**src/rtl/seg_scan_ctrl_if.sv**
```systemverilog
// Handshake and display-pin bundle between the lab FSM, the scan controller and the board pins.
interface seg_scan_ctrl_if;
   logic [31:0] num_in;
   logic        num_valid;
   logic        num_ready;
   logic        busy;
   logic [3:0]  an;
   logic [6:0]  seg;
   logic        dp;

   modport master (
      output num_in, num_valid,
      input  num_ready, busy, an, seg, dp
   );

   modport slave (
      input  num_in, num_valid,
      output num_ready, busy, an, seg, dp
   );
endinterface

```
**src/rtl/seg_scan_ctrl.sv**
```systemverilog
// Four-digit seven-segment sequencer: accepts a value, converts it to BCD by double-dabble,
// commits the digits atomically and time-multiplexes them onto the shared an/seg pins.
module seg_scan_ctrl #(
   parameter int REFRESH_DIV = 100000
) (
   input logic           clk,
   input logic           reset,
   seg_scan_ctrl_if.slave bus
);

   localparam int CNT_W = (REFRESH_DIV > 2) ? $clog2(REFRESH_DIV) : 1;

   typedef enum logic [1:0] {
      IDLE    = 2'd0,
      CONVERT = 2'd1,
      COMMIT  = 2'd2
   } state_t;

   state_t           r_state;
   state_t           w_nextState;

   logic             w_ready;
   logic             w_busy;
   logic             w_accept;
   logic             w_isInit;
   logic             w_isBlank;
   logic             w_isSpecial;

   logic [29:0]      r_work;
   logic [29:0]      w_adj;
   logic [3:0]       r_bitCnt;
   logic [15:0]      r_digits;

   logic [CNT_W-1:0] r_cnt;
   logic [1:0]       r_index;
   logic [3:0]       r_an;
   logic [6:0]       r_seg;
   logic [3:0]       w_curDigit;
   logic [6:0]       w_segNext;

   assign w_isInit    = (bus.num_in == 32'hFFFF_FFFF);
   assign w_isBlank   = (bus.num_in == 32'hFFFF_FFFE);
   assign w_isSpecial = (bus.num_in > 32'd9999);
   assign w_accept    = bus.num_valid && w_ready;

   always_ff @(posedge clk) begin
      if (reset) r_state <= IDLE;
      else       r_state <= w_nextState;
   end

   always_comb begin
      w_nextState = r_state;
      case (r_state)
         IDLE:    if (w_accept && !w_isSpecial) w_nextState = CONVERT;
         CONVERT: if (r_bitCnt == 4'd13)        w_nextState = COMMIT;
         COMMIT:                                w_nextState = IDLE;
         default:                               w_nextState = IDLE;
      endcase
   end

   always_comb begin
      w_ready = (r_state == IDLE) && !reset;
      w_busy  = (r_state != IDLE);
   end

   // Upper 16 bits of r_work hold the BCD accumulator, lower 14 bits the binary being shifted in.
   always_comb begin
      w_adj = r_work;
      for (int k = 0; k < 4; k++) begin
         if (r_work[14 + 4*k +: 4] >= 4'd5)
            w_adj[14 + 4*k +: 4] = r_work[14 + 4*k +: 4] + 4'd3;
      end
   end

   always_ff @(posedge clk) begin
      if (reset) begin
         r_digits <= 16'hBBBB;
         r_work   <= '0;
         r_bitCnt <= '0;
      end else begin
         case (r_state)
            IDLE: begin
               if (w_accept) begin
                  if (w_isInit)         r_digits <= 16'hBBA1;
                  else if (w_isBlank)   r_digits <= 16'hBBBB;
                  else if (w_isSpecial) r_digits <= 16'hCCCC;
                  else begin
                     r_work   <= {16'h0000, bus.num_in[13:0]};
                     r_bitCnt <= '0;
                  end
               end
            end
            CONVERT: begin
               r_work   <= w_adj << 1;
               r_bitCnt <= r_bitCnt + 4'd1;
            end
            COMMIT:  r_digits <= r_work[29:14];
            default: ;
         endcase
      end
   end

   assign w_curDigit = r_digits[4*r_index +: 4];

   always_comb begin
      case (w_curDigit)
         4'h0:    w_segNext = 7'b1000000;
         4'h1:    w_segNext = 7'b1111001;
         4'h2:    w_segNext = 7'b0100100;
         4'h3:    w_segNext = 7'b0110000;
         4'h4:    w_segNext = 7'b0011001;
         4'h5:    w_segNext = 7'b0010010;
         4'h6:    w_segNext = 7'b0000010;
         4'h7:    w_segNext = 7'b1111000;
         4'h8:    w_segNext = 7'b0000000;
         4'h9:    w_segNext = 7'b0010000;
         4'hA:    w_segNext = 7'b0001001;
         4'hC:    w_segNext = 7'b0111111;
         default: w_segNext = 7'b1111111;
      endcase
   end

   // Scan keeps running through conversions and commits; the pins lag the index by one cycle.
   always_ff @(posedge clk) begin
      if (reset) begin
         r_cnt   <= '0;
         r_index <= '0;
         r_an    <= 4'b1110;
         r_seg   <= 7'h7F;
      end else begin
         if (r_cnt == CNT_W'(REFRESH_DIV - 1)) begin
            r_cnt   <= '0;
            r_index <= r_index + 2'd1;
         end else begin
            r_cnt <= r_cnt + 1'b1;
         end
         r_an  <= ~(4'b0001 << r_index);
         r_seg <= w_segNext;
      end
   end

   assign bus.num_ready = w_ready;
   assign bus.busy      = w_busy;
   assign bus.an        = r_an;
   assign bus.seg       = r_seg;
   assign bus.dp        = 1'b1;

endmodule

```
**src/flat_wrapper.sv**
```systemverilog
// flat-port wrapper written by rule: the top's interface ports become plain ports
module seg_scan_ctrl_flat 
#(
   parameter int REFRESH_DIV = 100000
)
  (clk, reset, bus_num_in, bus_num_valid, bus_num_ready, bus_busy, bus_an, bus_seg, bus_dp);
  seg_scan_ctrl_if bus_i ();
  input logic clk;
  input logic reset;
  input wire logic [$bits(bus_i.num_in)-1:0] bus_num_in;
  input wire logic [$bits(bus_i.num_valid)-1:0] bus_num_valid;
  output wire logic [$bits(bus_i.num_ready)-1:0] bus_num_ready;
  output wire logic [$bits(bus_i.busy)-1:0] bus_busy;
  output wire logic [$bits(bus_i.an)-1:0] bus_an;
  output wire logic [$bits(bus_i.seg)-1:0] bus_seg;
  output wire logic [$bits(bus_i.dp)-1:0] bus_dp;
  assign bus_i.num_in = bus_num_in;
  assign bus_i.num_valid = bus_num_valid;
  assign bus_num_ready = bus_i.num_ready;
  assign bus_busy = bus_i.busy;
  assign bus_an = bus_i.an;
  assign bus_seg = bus_i.seg;
  assign bus_dp = bus_i.dp;
  seg_scan_ctrl #(.REFRESH_DIV(REFRESH_DIV)) u_core (.clk(clk), .reset(reset), .bus(bus_i));
endmodule
```
**config.mk**
```make
export PLATFORM = sky130hd
export DESIGN_NAME = seg_scan_ctrl_flat
export DESIGN_NICKNAME = d
export VERILOG_FILES = /design/src/rtl/seg_scan_ctrl_if.sv /design/src/rtl/seg_scan_ctrl.sv /design/src/flat_wrapper.sv
export SDC_FILE = /design/constraint.sdc
export NUM_CORES = 1
export LEC_CHECK = 0
export BUFFER_PORTS_ARGS = -buffer_cell sky130_fd_sc_hd__buf_2
export CAP_MARGIN = 20
export CORE_ASPECT_RATIO = 0.8
export CORE_MARGIN = 2
export CORE_UTILIZATION = 45
export DETAILED_ROUTE_END_ITERATION = 8
export SLEW_MARGIN = 25
export SYNTH_ARGS = -nofsm -noshare
export SYNTH_HDL_FRONTEND = slang
export SYNTH_SLANG_ARGS = --single-unit
```
**constraint.sdc**
```tcl
create_clock -name clk -period 2.26 [get_ports clk]
set_clock_uncertainty 0.05 [all_clocks]
set_input_delay 0.452 -clock clk [delete_from_list [all_inputs] [get_ports clk]]
set_output_delay 0.452 -clock clk [all_outputs]
set_load 0.01 [all_outputs]
```
==> After elaboration in Yosys (flattened, before gate mapping) <==
Memory sizes are Yosys's and may differ from the RTL's. A register that Yosys moved wholly into a read port is not among the register bits.
Cells that the tools add are included.
{ "totals": {"output_inout_bits": 14, "rom_bits": 112, "n_memories": 1, "reg_bits": 75} }
{ "mem_list": {"columns": ["name", "depth", "width", "rd", "rd_clocked_by_memory_dff", "wr", "line", "text"], "rows": [
  ["(no name shown)", 16, 7, 1, 1, 0, "seg_scan_ctrl.sv:106", "case (w_curDigit)"]
]} }
{ "classes": {"n_shift": 2, "n_eq_ne": 13, "addsub": 7, "muxes": 22, "bitwise_logic": 1, "n_lt_le_gt_ge": 5, "reduce_logical": 13} }
{ "op_table": {"columns": ["op", "count"], "rows": [
  ["$mux 30", 4],
  ["$eq 32x32->1 const B", 2],
  ["$mux 16", 4],
  ["$pmux 30 s2", 1],
  ["$gt 32x14->1 const B", 1],
  ["$pmux 16 s2", 1],
  ["$mux 4", 7],
  ["$add 17x1->17 const B", 1],
  ["$eq 17x17->1 const B", 1],
  ["$ge 4x3->1 const B", 4],
  ["$shiftx 16x5->4", 1],
  ["$add 4x2->4 const B", 3],
  ["$pmux 4 s2", 1],
  ["$ne 2x1->1 const B", 3],
  ["$ne 2x2->1 const B", 3],
  ["$reduce_bool 2->1", 3],
  ["$reduce_and 5->1", 1],
  ["$add 4x1->4 const B", 1],
  ["$eq 4x4->1 const B", 1],
  ["$mux 2", 2],
  ["$ne 4x1->1 const B", 1],
  ["$not 4->4", 1],
  ["$pmux 2 s2", 1],
  ["$shl 1x2->4 const A", 1],
  ["other kinds (11)", 14]
]} }

==> Depth between registers and ports, before layout <==
{ "logic_depth": {"word_depth": 6, "mapped_depth": 8} }

==> Worst setup path after synthesis <==
OpenSTA, ideal clock, no wires.
{ "synth_path": {"path_type": "input-to-reg", "from": "input bus_num_in[11]", "to": "register u_core.r_digits[12]", "cell_stages": 7, "arrival_time_ps": 1777, "slack_ps": 309, "path_buffers": 2, "setup_ps": 124, "cell_sequence": "or4_4 > nor3_2 > o41ai_2 > buf_6 > buf_6 > a21oi_1 > o21ai_0"} }
{ "synth_between": {"elab_chain_len": 5} }
{ "synth_rtl": {"columns": ["item", "line", "text"], "rows": [
  ["start: declaration", "flat_wrapper.sv:10", "input wire logic [$bits(bus_i.num_in)-1:0] bus_num_in;"],
  ["branches (longest 5 deep; another with $gt 32x14->1)", null, null],
  ["end signal: assignment", "seg_scan_ctrl.sv:97", "COMMIT: r_digits <= r_work[29:14];"],
  ["end: declaration", "seg_scan_ctrl.sv:32", "logic [15:0] r_digits;"]
]} }
Parallel ways; which one is timed is not known. The select of a mux whose other input is x is not followed.
A chain may end at the register's enable or synchronous reset.

==> Final worst setup path <==
{ "layout_path": {"from": "register u_core.r_index[0]", "to": "register u_core.r_seg[0], in the netlist u_core.bus.seg[0]"} }
{ "layout_between": {"elab_chain_len": 1} }
{ "layout_rtl": {"columns": ["item", "line", "text"], "rows": [
  ["start: declaration", "seg_scan_ctrl.sv:35", "logic [1:0] r_index;"],
  ["start signal: assignment", "seg_scan_ctrl.sv:133", "r_index <= r_index + 2'd1;"],
  ["$shiftx 16x5->4", "seg_scan_ctrl.sv:103", "assign w_curDigit = r_digits[4*r_index +: 4];"],
  ["end: declaration", "seg_scan_ctrl.sv:37", "logic [6:0] r_seg;"]
]} }
No other way between the ends.

==> results.py <==
metrics = {
    "run_status": {
        "outcome": "complete, no violations",
    },
    "synthesis": {
        "synth.top_cell.area_share": 0.3850,
        "yosys_most_used_dff": "dfxtp_1",
        "postSynthCellCount": 460,
        "ys_ff_latch": 82,
        "syn-num-nets": 515,
        "yosys-top-cells-count": "82 x dfxtp_1, 50 x nor2_1, 41 x nand2_1",
        "seq_area_frac_synth": 0.3850,
        "yosysMostFrequentCell": "dfxtp_1",
        "async_flop_share": 0,
        "yosysUniqueCellTypes": 58,
        "postSynthAreaPerCell_um2": 9.270,
        "syn_area_mm2": 0.004264,
        "ys_warn_count": 0,
        "synth_edf_count": 0,
        "synth_top_cell_by_area": "dfxtp_1",
        "synth_area_leaders": "dfxtp_1 38%, ha_1 5.9%, nor2_1 4.4%, a211oi_2 3.8%, nand2_1 3.6%",
    },
    "clock_tree": {
        "cts_htree_levels": 3,
        "insertion_delay_ps": 340,
        "cts-root-buf": "clkbuf_16",
        "numCtsBuffers": 9,
        "clk_path_buf_depth": 2,
        "post_cts_buffers": 0,
        "clkTransAtPathRegs_ps": 60,
        "cts_sinks": 82,
        "cts_hold_buf": 0,
        "cts_resized": 0,
        "cts_tree": "built",
    },
    "worst_setup_path": {
        "path_cells": "mux4_2, ha_1, nor2b_1, a211o_1, a21o_1",
        "slowest_delay_ps": 620,
        "crit_family": "multiplexers",
        "slowest_stage": "mux4_2",
        "crit_fanout": 6,
        "cp.required_ps": 2440,
        "critPathLaunch": "u_core.r_index[0]",
        "critPathCaptureType": "flop",
        "worst_r2r_startpoint": "u_core.r_index[0]",
        "path_buf_inv": 0,
        "cp.arrival_ps": 2260,
        "path_class": "flop to flop",
        "worstSetupStartpointType": "flop",
    },
    "placed_design": {
        "post-place-ws_ps": -59.91,
        "port_buffers": 47,
        "dp_cells": 621,
        "gp_congestion": 0.8202,
        "dp_hpwl_mm": 6.699,
    },
    "route": {
        "antenna_left": 0,
        "wl_per_cell_um": 14.26,
        "drt_iter0_markers": 192,
        "avgViaCountPerCell": 5.355,
        "drc": 0,
        "vias": 3406,
        "routed_wl_mm": 9.068,
        "first_pass_iters": 4,
    },
    "final_layout": {
        "syn_to_final_growth_pct": 16.40,
        "fin_cells": 636,
        "drive_gt1_frac": 0.2553,
        "layout.nets": 572,
        "num_antenna_cells": 0,
        "fill_cells": 829,
    },
    "run": {
        "maxCapViolations": 0,
    },
    "power": {
        "p_leak_nw": 1.940,
        "fin_total_pwr_mw": 3.064,
        "power.density_mw_per_mm2": 617.3,
        "ir_worst_vdd_uv": 581.4,
    },
    "floorplan": {
        "core_area_mm2": 0.009115,
        "rows": 31,
        "io_pins": 49,
        "start_util": 0.4678,
        "die_width_um": 112.8,
        "die_area_mm2": 0.01028,
        "fp.dieH_um": 91.07,
    },
    "timing": {
        "finalHoldViolCount": 0,
        "fmax_mhz": 480.8,
        "rsz0062_at_grt": "no",
        "holdWs_ps": 386.2,
        "drv_slew": 0,
        "slew_headroom": 0.6617,
        "fin_ws_ps": 180.0,
        "setup_violations": 0,
        "tightest_slew_ps": 502.8,
        "fin_crit_ps": 2080,
        "min_period_over_period": 0.9204,
    },
    "min_path": {
        "hp-start": "u_core.r_cnt[0]",
        "hold_class": "flop to flop",
    },
    "global_routing": {
        "antenna_found_initial": 0,
        "grt_pass1_wl_mm": 15.59,
        "grt_pass1_vias": 3213,
        "grt_usage": 0.1900,
        "grt_max_degree": 37,
        "overflow": 0,
    },
}
## placed cells by master, fill, tap and decap left out, types with 5 or more instances in the layout
cell type / instances
nand4_1: 14
nor3b_1: 5
nand3_1: 15
nand2_1: 41
a211oi_2: 13
ha_1: 20
xnor2_1: 14
dfxtp_1: 82
a21oi_1: 23
nor2_4: 6
xor2_1: 8
nor2_1: 50
buf_4: 19
buf_2: 47
o21ai_0: 26
nor3_1: 12
o21ai_2: 6
clkbuf_16: 9
nand2b_1: 7
mux2i_1: 15
inv_1: 22
nor2b_1: 5
## final timing paths
path | depth (start not counted) | to | slack, ps
setup reg to reg | 5 | u_core.bus.seg[0] | 180
setup / recovery | 5 | u_core.bus.seg[0] | 180
hold reg to reg | 1 | u_core.r_cnt[0] | 390
hold / removal | 1 | u_core.r_cnt[0] | 390
## layout make-up
cell class | count | area [um2] | share of cell area
clock inverters | 4 | 26.28 | 0.005294
repair buffers | 68 | 417.9 | 0.08419
multi-input cells | 333 | 2405 | 0.4845
clock buffers | 11 | 242.7 | 0.04890
flip-flops and latches | 82 | 1642 | 0.3307
well taps | 115 | 143.9 | 0.02899
inverters | 23 | 86.33 | 0.01739
## metal layers
| metal | up-vias | share of wire | GRT usage |
|---|---|---|---|
| met2 | 62 | 0.42 | 0.2764 |
| li1 | 1731 | - | - |
| met5 | - | 0 | 0 |
| met3 | 16 | 0.046 | 0.04339 |
| met1 | 1597 | 0.52 | 0.2716 |
| met4 | 0 | 0.011 | 0.07622 |
## kinds of logic (layout without fill, tap and decap cells)
kind of cell / Yosys count / in the layout / synth area share
AND/OR/NAND/NOR: 179 / 179 / 0.2254
AO/OA/AOI/OAI: 92 / 92 / 0.1749
flip-flops: 82 / 82 / 0.3850
buffers and inverters: 45 / 106 / 0.05369
XOR/XNOR: 22 / 22 / 0.04519
adder cells (fa/ha/maj): 20 / 20 / 0.05869
multiplexers: 19 / 19 / 0.05634
other: 1 / 1 / 0.0008794
## sequential cells by signal, summed over array words and instances, names as in the netlist
signal and flops:
u_core.r_index 2, u_core.r_work 30, u_core.bus.seg 7, u_core.r_cnt 17, u_core.r_digits 16, u_core.r_bitCnt 4
u_core.r_state 2, u_core.bus.an 4
## power breakdown
| part | total [mW] | switching (mW) | internal, mW |
|---|---|---|---|
| combinational | 0.226 | 0.129 | 0.0967 |
| clock | 1.35 | 0.580 | 0.768 |
| sequential | 1.49 | 0.0136 | 1.48 |
| total | 3.06 | 0.723 | 2.34 |
## per-stage QoR
step	util	instance area (um2)	TNS [ps]
2_1_floorplan	-	4264	0
3_3_place_gp	0.5150	4695	0
3_5_place_dp	0.5150	4695	-256.7
4_1_cts	0.5445	4964	0
5_1_grt	0.5445	4964	0
6_report	0.5445	4964	0
## worst reg2reg max path, stage by stage (launching register included)
cell and delay (ps):
dfxtp_1 550, mux4_2 620, ha_1 200, nor2b_1 120, a211o_1 260, a21o_1 170
Power figures use the tool's default switching activity.
